## config.mk

```make
export PLATFORM = sky130hd
export DESIGN_NAME = mac_seq_ctrl
export DESIGN_NICKNAME = d
export VERILOG_FILES = /design/src/rtl/mac_seq_ctrl.sv
export SDC_FILE = /design/constraint.sdc
export NUM_CORES = 1
export LEC_CHECK = 0
export BUFFER_PORTS_ARGS = -buffer_cell sky130_fd_sc_hd__buf_2
export CAP_MARGIN = 20
export CORE_AREA = 8 8 69 116
export CTS_BUF_LIST = sky130_fd_sc_hd__clkbuf_8
export CTS_CLUSTER_SIZE = 24
export DETAILED_ROUTE_END_ITERATION = 8
export DIE_AREA = 0 0 77 124
export HOLD_SLACK_MARGIN = 0.12
export PLACE_DENSITY = 0.72
export RECOVER_POWER = 100
export SLEW_MARGIN = 10
export SYNTH_ARGS = -nofsm -noshare
export SYNTH_HDL_FRONTEND = slang
export SYNTH_SLANG_ARGS = --single-unit
```

## constraint.sdc

```tcl
create_clock -name clk -period 2.2 [get_ports clk]
set_clock_uncertainty 0.05 [all_clocks]
set_input_delay 0.11 -clock clk [delete_from_list [all_inputs] [get_ports clk]]
set_output_delay 0.11 -clock clk [all_outputs]
set_load 0.05 [all_outputs]
```

## src/rtl/mac_seq_ctrl.sv

```systemverilog
// Sequencer for the SD4 MAC pipeline: issues operand fetches for one dot-product job,
// tracks in-flight ops and captures the final result. Optional stall counter: MAC_SEQ_STALL_CNT_EN.
module mac_seq_ctrl #(
   parameter int PIPE_DEPTH = 4,
   parameter int LEN_W      = 8,
   parameter int ADDR_W     = 8
) (
   input  logic              clk,
   input  logic              rst,
   input  logic              start,
   input  logic [LEN_W-1:0]  vec_len,
   input  logic [ADDR_W-1:0] base_addr,
   input  logic              stall,
   output logic              busy,
   output logic              rd_en,
   output logic [ADDR_W-1:0] rd_addr,
   output logic              pipe_en,
   output logic              acc_clr,
   input  logic              res_sign_in,
   input  logic [10:0]       res_norm_in,
   input  logic [6:0]        res_exp_in,
   output logic              res_valid,
   input  logic              res_ready,
   output logic              res_sign,
   output logic [10:0]       res_norm,
   output logic [6:0]        res_exp,
   output logic [15:0]       stall_cnt,
   output logic [1:0]        state_dbg
);

   // Handshake: res_valid/res_ready is a strict valid/ready pair. Once res_valid is high the
   // result fields are held unchanged until the edge where res_ready is also high; res_valid
   // drops in the following cycle and the fields keep their value until the next capture.

   typedef enum logic [1:0] {
      S_IDLE  = 2'd0,
      S_ISSUE = 2'd1,
      S_DRAIN = 2'd2,
      S_DONE  = 2'd3
   } state_t;

   state_t              state_q, state_d;
   logic [LEN_W-1:0]    len_q;
   logic [LEN_W-1:0]    idx_q;
   logic [ADDR_W-1:0]   base_q;
   logic [PIPE_DEPTH-1:0] vld_q;
   logic [PIPE_DEPTH-1:0] last_q;
   logic                res_sign_q;
   logic [10:0]         res_norm_q;
   logic [6:0]          res_exp_q;

   logic accept;
   logic issue;
   logic last_issue;
   logic final_last;
   logic capture;

   assign accept     = (state_q == S_IDLE) && start;
   assign issue      = (state_q == S_ISSUE) && !stall;
   assign last_issue = issue && (idx_q == (len_q - LEN_W'(1)));
   // Bit PIPE_DEPTH-1 of the shift register mirrors the final MAC stage.
   assign final_last = vld_q[PIPE_DEPTH-1] && last_q[PIPE_DEPTH-1];
   assign capture    = (state_q == S_DRAIN) && final_last;

   always_ff @(posedge clk) begin
      if (!rst) begin
         state_q <= S_IDLE;
      end else begin
         state_q <= state_d;
      end
   end

   always_comb begin
      state_d = state_q;
      case (state_q)
         S_IDLE: begin
            if (start) begin
               state_d = (vec_len == '0) ? S_DONE : S_ISSUE;
            end
         end
         S_ISSUE: begin
            if (last_issue) begin
               state_d = S_DRAIN;
            end
         end
         S_DRAIN: begin
            if (final_last) begin
               state_d = S_DONE;
            end
         end
         S_DONE: begin
            if (res_ready) begin
               state_d = S_IDLE;
            end
         end
         default: state_d = S_IDLE;
      endcase
   end

   always_comb begin
      busy      = (state_q != S_IDLE);
      rd_en     = issue;
      acc_clr   = issue && (idx_q == '0);
      rd_addr   = '0;
      pipe_en   = ((state_q == S_ISSUE) || (state_q == S_DRAIN)) && !stall;
      res_valid = (state_q == S_DONE);
      state_dbg = state_q;
      if (state_q == S_ISSUE) begin
         rd_addr = base_q + ADDR_W'(idx_q);
      end
   end

   always_ff @(posedge clk) begin
      if (!rst) begin
         len_q      <= '0;
         idx_q      <= '0;
         base_q     <= '0;
         vld_q      <= '0;
         last_q     <= '0;
         res_sign_q <= 1'b0;
         res_norm_q <= '0;
         res_exp_q  <= '0;
      end else begin
         if (accept) begin
            len_q  <= vec_len;
            base_q <= base_addr;
            idx_q  <= '0;
            vld_q  <= '0;
            last_q <= '0;
            if (vec_len == '0) begin
               res_sign_q <= 1'b0;
               res_norm_q <= '0;
               res_exp_q  <= '0;
            end
         end
         if (issue) begin
            idx_q <= idx_q + LEN_W'(1);
         end
         if (pipe_en) begin
            vld_q[0]  <= issue;
            last_q[0] <= last_issue;
            for (int i = 1; i < PIPE_DEPTH; i++) begin
               vld_q[i]  <= vld_q[i-1];
               last_q[i] <= last_q[i-1];
            end
         end
         // The final stage is sampled even when stalled: its contents are already complete.
         if (capture) begin
            res_sign_q <= res_sign_in;
            res_norm_q <= res_norm_in;
            res_exp_q  <= res_exp_in;
         end
      end
   end

   assign res_sign = res_sign_q;
   assign res_norm = res_norm_q;
   assign res_exp  = res_exp_q;

`ifdef MAC_SEQ_STALL_CNT_EN
   logic [15:0] stall_cnt_q;

   always_ff @(posedge clk) begin
      if (!rst) begin
         stall_cnt_q <= '0;
      end else if (accept) begin
         stall_cnt_q <= '0;
      end else if (((state_q == S_ISSUE) || (state_q == S_DRAIN)) && stall
                   && (stall_cnt_q != 16'hFFFF)) begin
         stall_cnt_q <= stall_cnt_q + 16'd1;
      end
   end

   assign stall_cnt = stall_cnt_q;
`else
   assign stall_cnt = 16'h0000;
`endif

endmodule

```

==> reports/results.ini <==
[status]
status=finished with violations
failed_checks=negative setup slack

[pwr]
peakVddDrop_v=0.000487
p_leak_nw=1.63
p_per_area_nw_per_um2=674

[floorplan]
start_util=0.440
core.rowCount=39
ios=90
die_h_um=124
die_w_um=77
die-area_sq_um=9550
core_area_sq_um=6440

[cts]
cts_tree=yes
clkTransAtPathRegs_ns=0.09
cts.path.max_buffers=2
cts_made_buffers=5
worstSkewPairLatency_ns=0.32
root_buffer=clkbuf_8
cts_sinks=53
cts_max_level=2

[layout]
drive_above_1_share=0.238
diodes=0
fillers=586
fin_area_sq_um=3930
final_core_util=0.610
multi_input_area_sq_um=1740
regArea_sq_um=1080
fin_nets=508
area_growth_pct=38.6

[critical_path]
critPathSlowestCell=dfxtp_4
path_buf_inv=1
crit_arrival_ns=2.27
r2r_end=state_dbg[0]
crit_fanout=3
endpoint_kind=output port
worst-endpoint-required_ns=2.04
crit_path_cell_trace=ha_4, a21o_1, a21oi_2, nor2b_2, o21a_1, o41a_1, xnor2_2, nor2_4, buf_6
reg2reg_slack_ns=0.06
cpPeakStageDelay_ns=0.38
critPathTopFamily=compound AO/OA/AOI/OAI gates
r2r-start=idx_q[2]
path_class=register to output port
ff2ff_path_depth=9
start_kind=register

[sta]
fin_crit_sh=1.10
max_clock_freq_mhz=411
hold_ws_ns=0.207
finalSetupTns_ns=-0.548
finalHoldViolCount=0
tightest_slew_ns=0.618
grt_setup_unrepaired=true
setup_viol_count_final=4
slew_headroom=0.590
drv_slew=0
layout_setup_ws_ns=-0.230
fin_crit_ns=2.43

[synthesis]
synthCells=326
synth_edf_count=0
syn_area_per_cell_sq_um=8.69
synthAdderAreaFrac=0.0733
yosys_warnings=0
ys_types=47
synth.area.mux_share=0.0181
synth-simple-area-share=0.232
synth_area_sq_um=2830
synth_compound_area_frac=0.170
synth_flop_cell=dfxtp_1
synth-seq-cells=53
synthArstFlopShare=0
synth_top_family_by_area=simple AND/OR/NAND/NOR gates
ys_seq_area_frac=0.374
synth-xor-area-share=0.0552

[detailed_routing]
drtIter0Drc=96
routedWlPerCell_um=14.7
antenna_left=0
wirelength_um=7850
num_vias=2687
vias_per_cell=5.02
first_pass_iters=4
remaining_drc_errors=0

[placed_design]
gp_congestion=0.804
io_buffers=73
dp_slack_ns=-0.0229
place_area_sq_um=3380
dp_hpwl_um=5530

[worst_hold_path]
holdPathStages=3
hold_end=idx_q[4]
hp-class=input port to register
hold_path.startpoint=rst

[global_routing]
grt_pass1_vias=2745
track_usage=0.162
grt_pass1_wl_um=12600
overflow=0
grt_antenna_before_repair=0
grt_max_degree=35

[job]
cap_violations=0

## worst reg2reg max path, stage by stage, from the launching register on
cell       delay [ns]
dfxtp_2          0.34
buf_6            0.13
xor2_4           0.16
or3_1            0.33
a21oi_2          0.16
o21ai_1          0.10
a2111oi_2        0.34
clkbuf_4         0.23
o21ai_2          0.07
mux2i_1          0.14
## synthesized netlist by cell type (2+ instances only)
cell / count / area, sq um
a21boi_0: 16 / 120
o21ai_0: 4 / 20.0
nand2b_1: 3 / 18.8
nor2b_1: 31 / 194
nor4_1: 2 / 12.5
mux2i_1: 4 / 40.0
or4_1: 2 / 15.0
a21o_1: 3 / 22.5
nor2_1: 15 / 56.3
and2_1: 7 / 43.8
dfxtp_1: 53 / 1060
nand2_1: 48 / 180
ha_1: 15 / 188
and3_1: 2 / 12.5
xnor2_1: 10 / 87.6
a22oi_1: 27 / 203
inv_1: 9 / 33.8
nor4b_1: 2 / 17.5
xor2_1: 6 / 52.6
a21oi_1: 7 / 35.0
nor3_1: 4 / 20.0
clkbuf_1: 10 / 37.5
nand3_1: 6 / 30.0
buf_4: 17 / 128
## area by class of cell
type                       count  share of cell area
clock buffer                   5              0.0175
clock inverter                 3             0.00287
inverter                      10             0.00987
multi-input combinational    249               0.442
sequential                    53               0.274
tap                           82              0.0261
timing repair buffer         133               0.228
## per-layer routing
| metal | track usage | vias up | routed length [um] |
|---|---|---|---|
| met5 | 0 | - | 0 |
| met4 | 0.0748 | 0 | 217 |
| met3 | 0.0564 | 16 | 524 |
| met2 | 0.306 | 87 | 4210 |
| met1 | 0.154 | 1254 | 2900 |
| li1 | - | 1330 | - |
## cell families after synthesis
logic type | after synthesis
other | 1
AND/OR/NAND/NOR | 129
multiplexers | 5
AO/OA/AOI/OAI | 66
flip-flops | 53
XOR/XNOR | 17
adder cells (fa/ha/maj) | 16
buffers and inverters | 39
## registers in the layout, indices dropped and copies added (netlist names)
| register | flops |
|---|---|
| len_q | 8 |
| vld_q | 4 |
| idx_q | 8 |
| state_dbg | 2 |
| last_q | 4 |
| res_norm | 11 |
| res_exp | 7 |
| base_q | 8 |
| res_sign | 1 |
## worst max path at each step
stage	startpoint	end	slack, ns	cells past startpoint
3_3_place_gp	idx_q[0]	rd_addr[6]	-0.0006	10
3_5_place_dp	idx_q[0]	rd_addr[6]	-0.02	10
2_1_floorplan	state_dbg[0]	acc_clr	-0.03	5
5_1_grt	idx_q[1]	rd_addr[7]	-0.32	9
4_1_cts	idx_q[0]	rd_addr[6]	-0.22	10
6_report	idx_q[1]	rd_addr[7]	-0.23	9
## power breakdown
group          switching (W)  internal (W)  total, W
clock               0.000312      0.000213  0.000525
combinational       0.000661      0.000366   0.00103
sequential         0.0000697       0.00103   0.00110
total                0.00104       0.00160   0.00265
## cells in the final DEF (no fill, tap or decap), drive strengths merged, types with 2 or more instances in the layout
cell          n
clkbuf       40
a21oi         7
inv          12
nor4b         2
nor2b        31
conb         16
a22oi        27
nand2b        3
dfxtp        53
o21ai         6
dlygate4sd3  35
ha           15
nand2        48
a21o          3
xor2          7
or4           2
buf          63
nor3b         2
nor3          4
and2          7
a21boi       16
nor2         15
mux2i         4
xnor2        10
nand3         6
and3          2
nor4          2
## repair_timing
item                                    4_1_cts  5_1_grt
hold buffers                                 35        0
pin swaps                                     3        6
buffers inserted                              1        3
endpoints found under the setup margin        4        8
gates resized for setup                      17       22
hold endpoints to repair                     35        0
## stage by stage
stage | power [W] | cells
after floorplan | 0.00183 | 341
after global placement | 0.00205 | 488
after detailed placement | 0.00207 | 488
after CTS | 0.00266 | 532
after global routing | 0.00281 | 535
final | 0.00265 | 535
(Power assumes the default switching activity.)
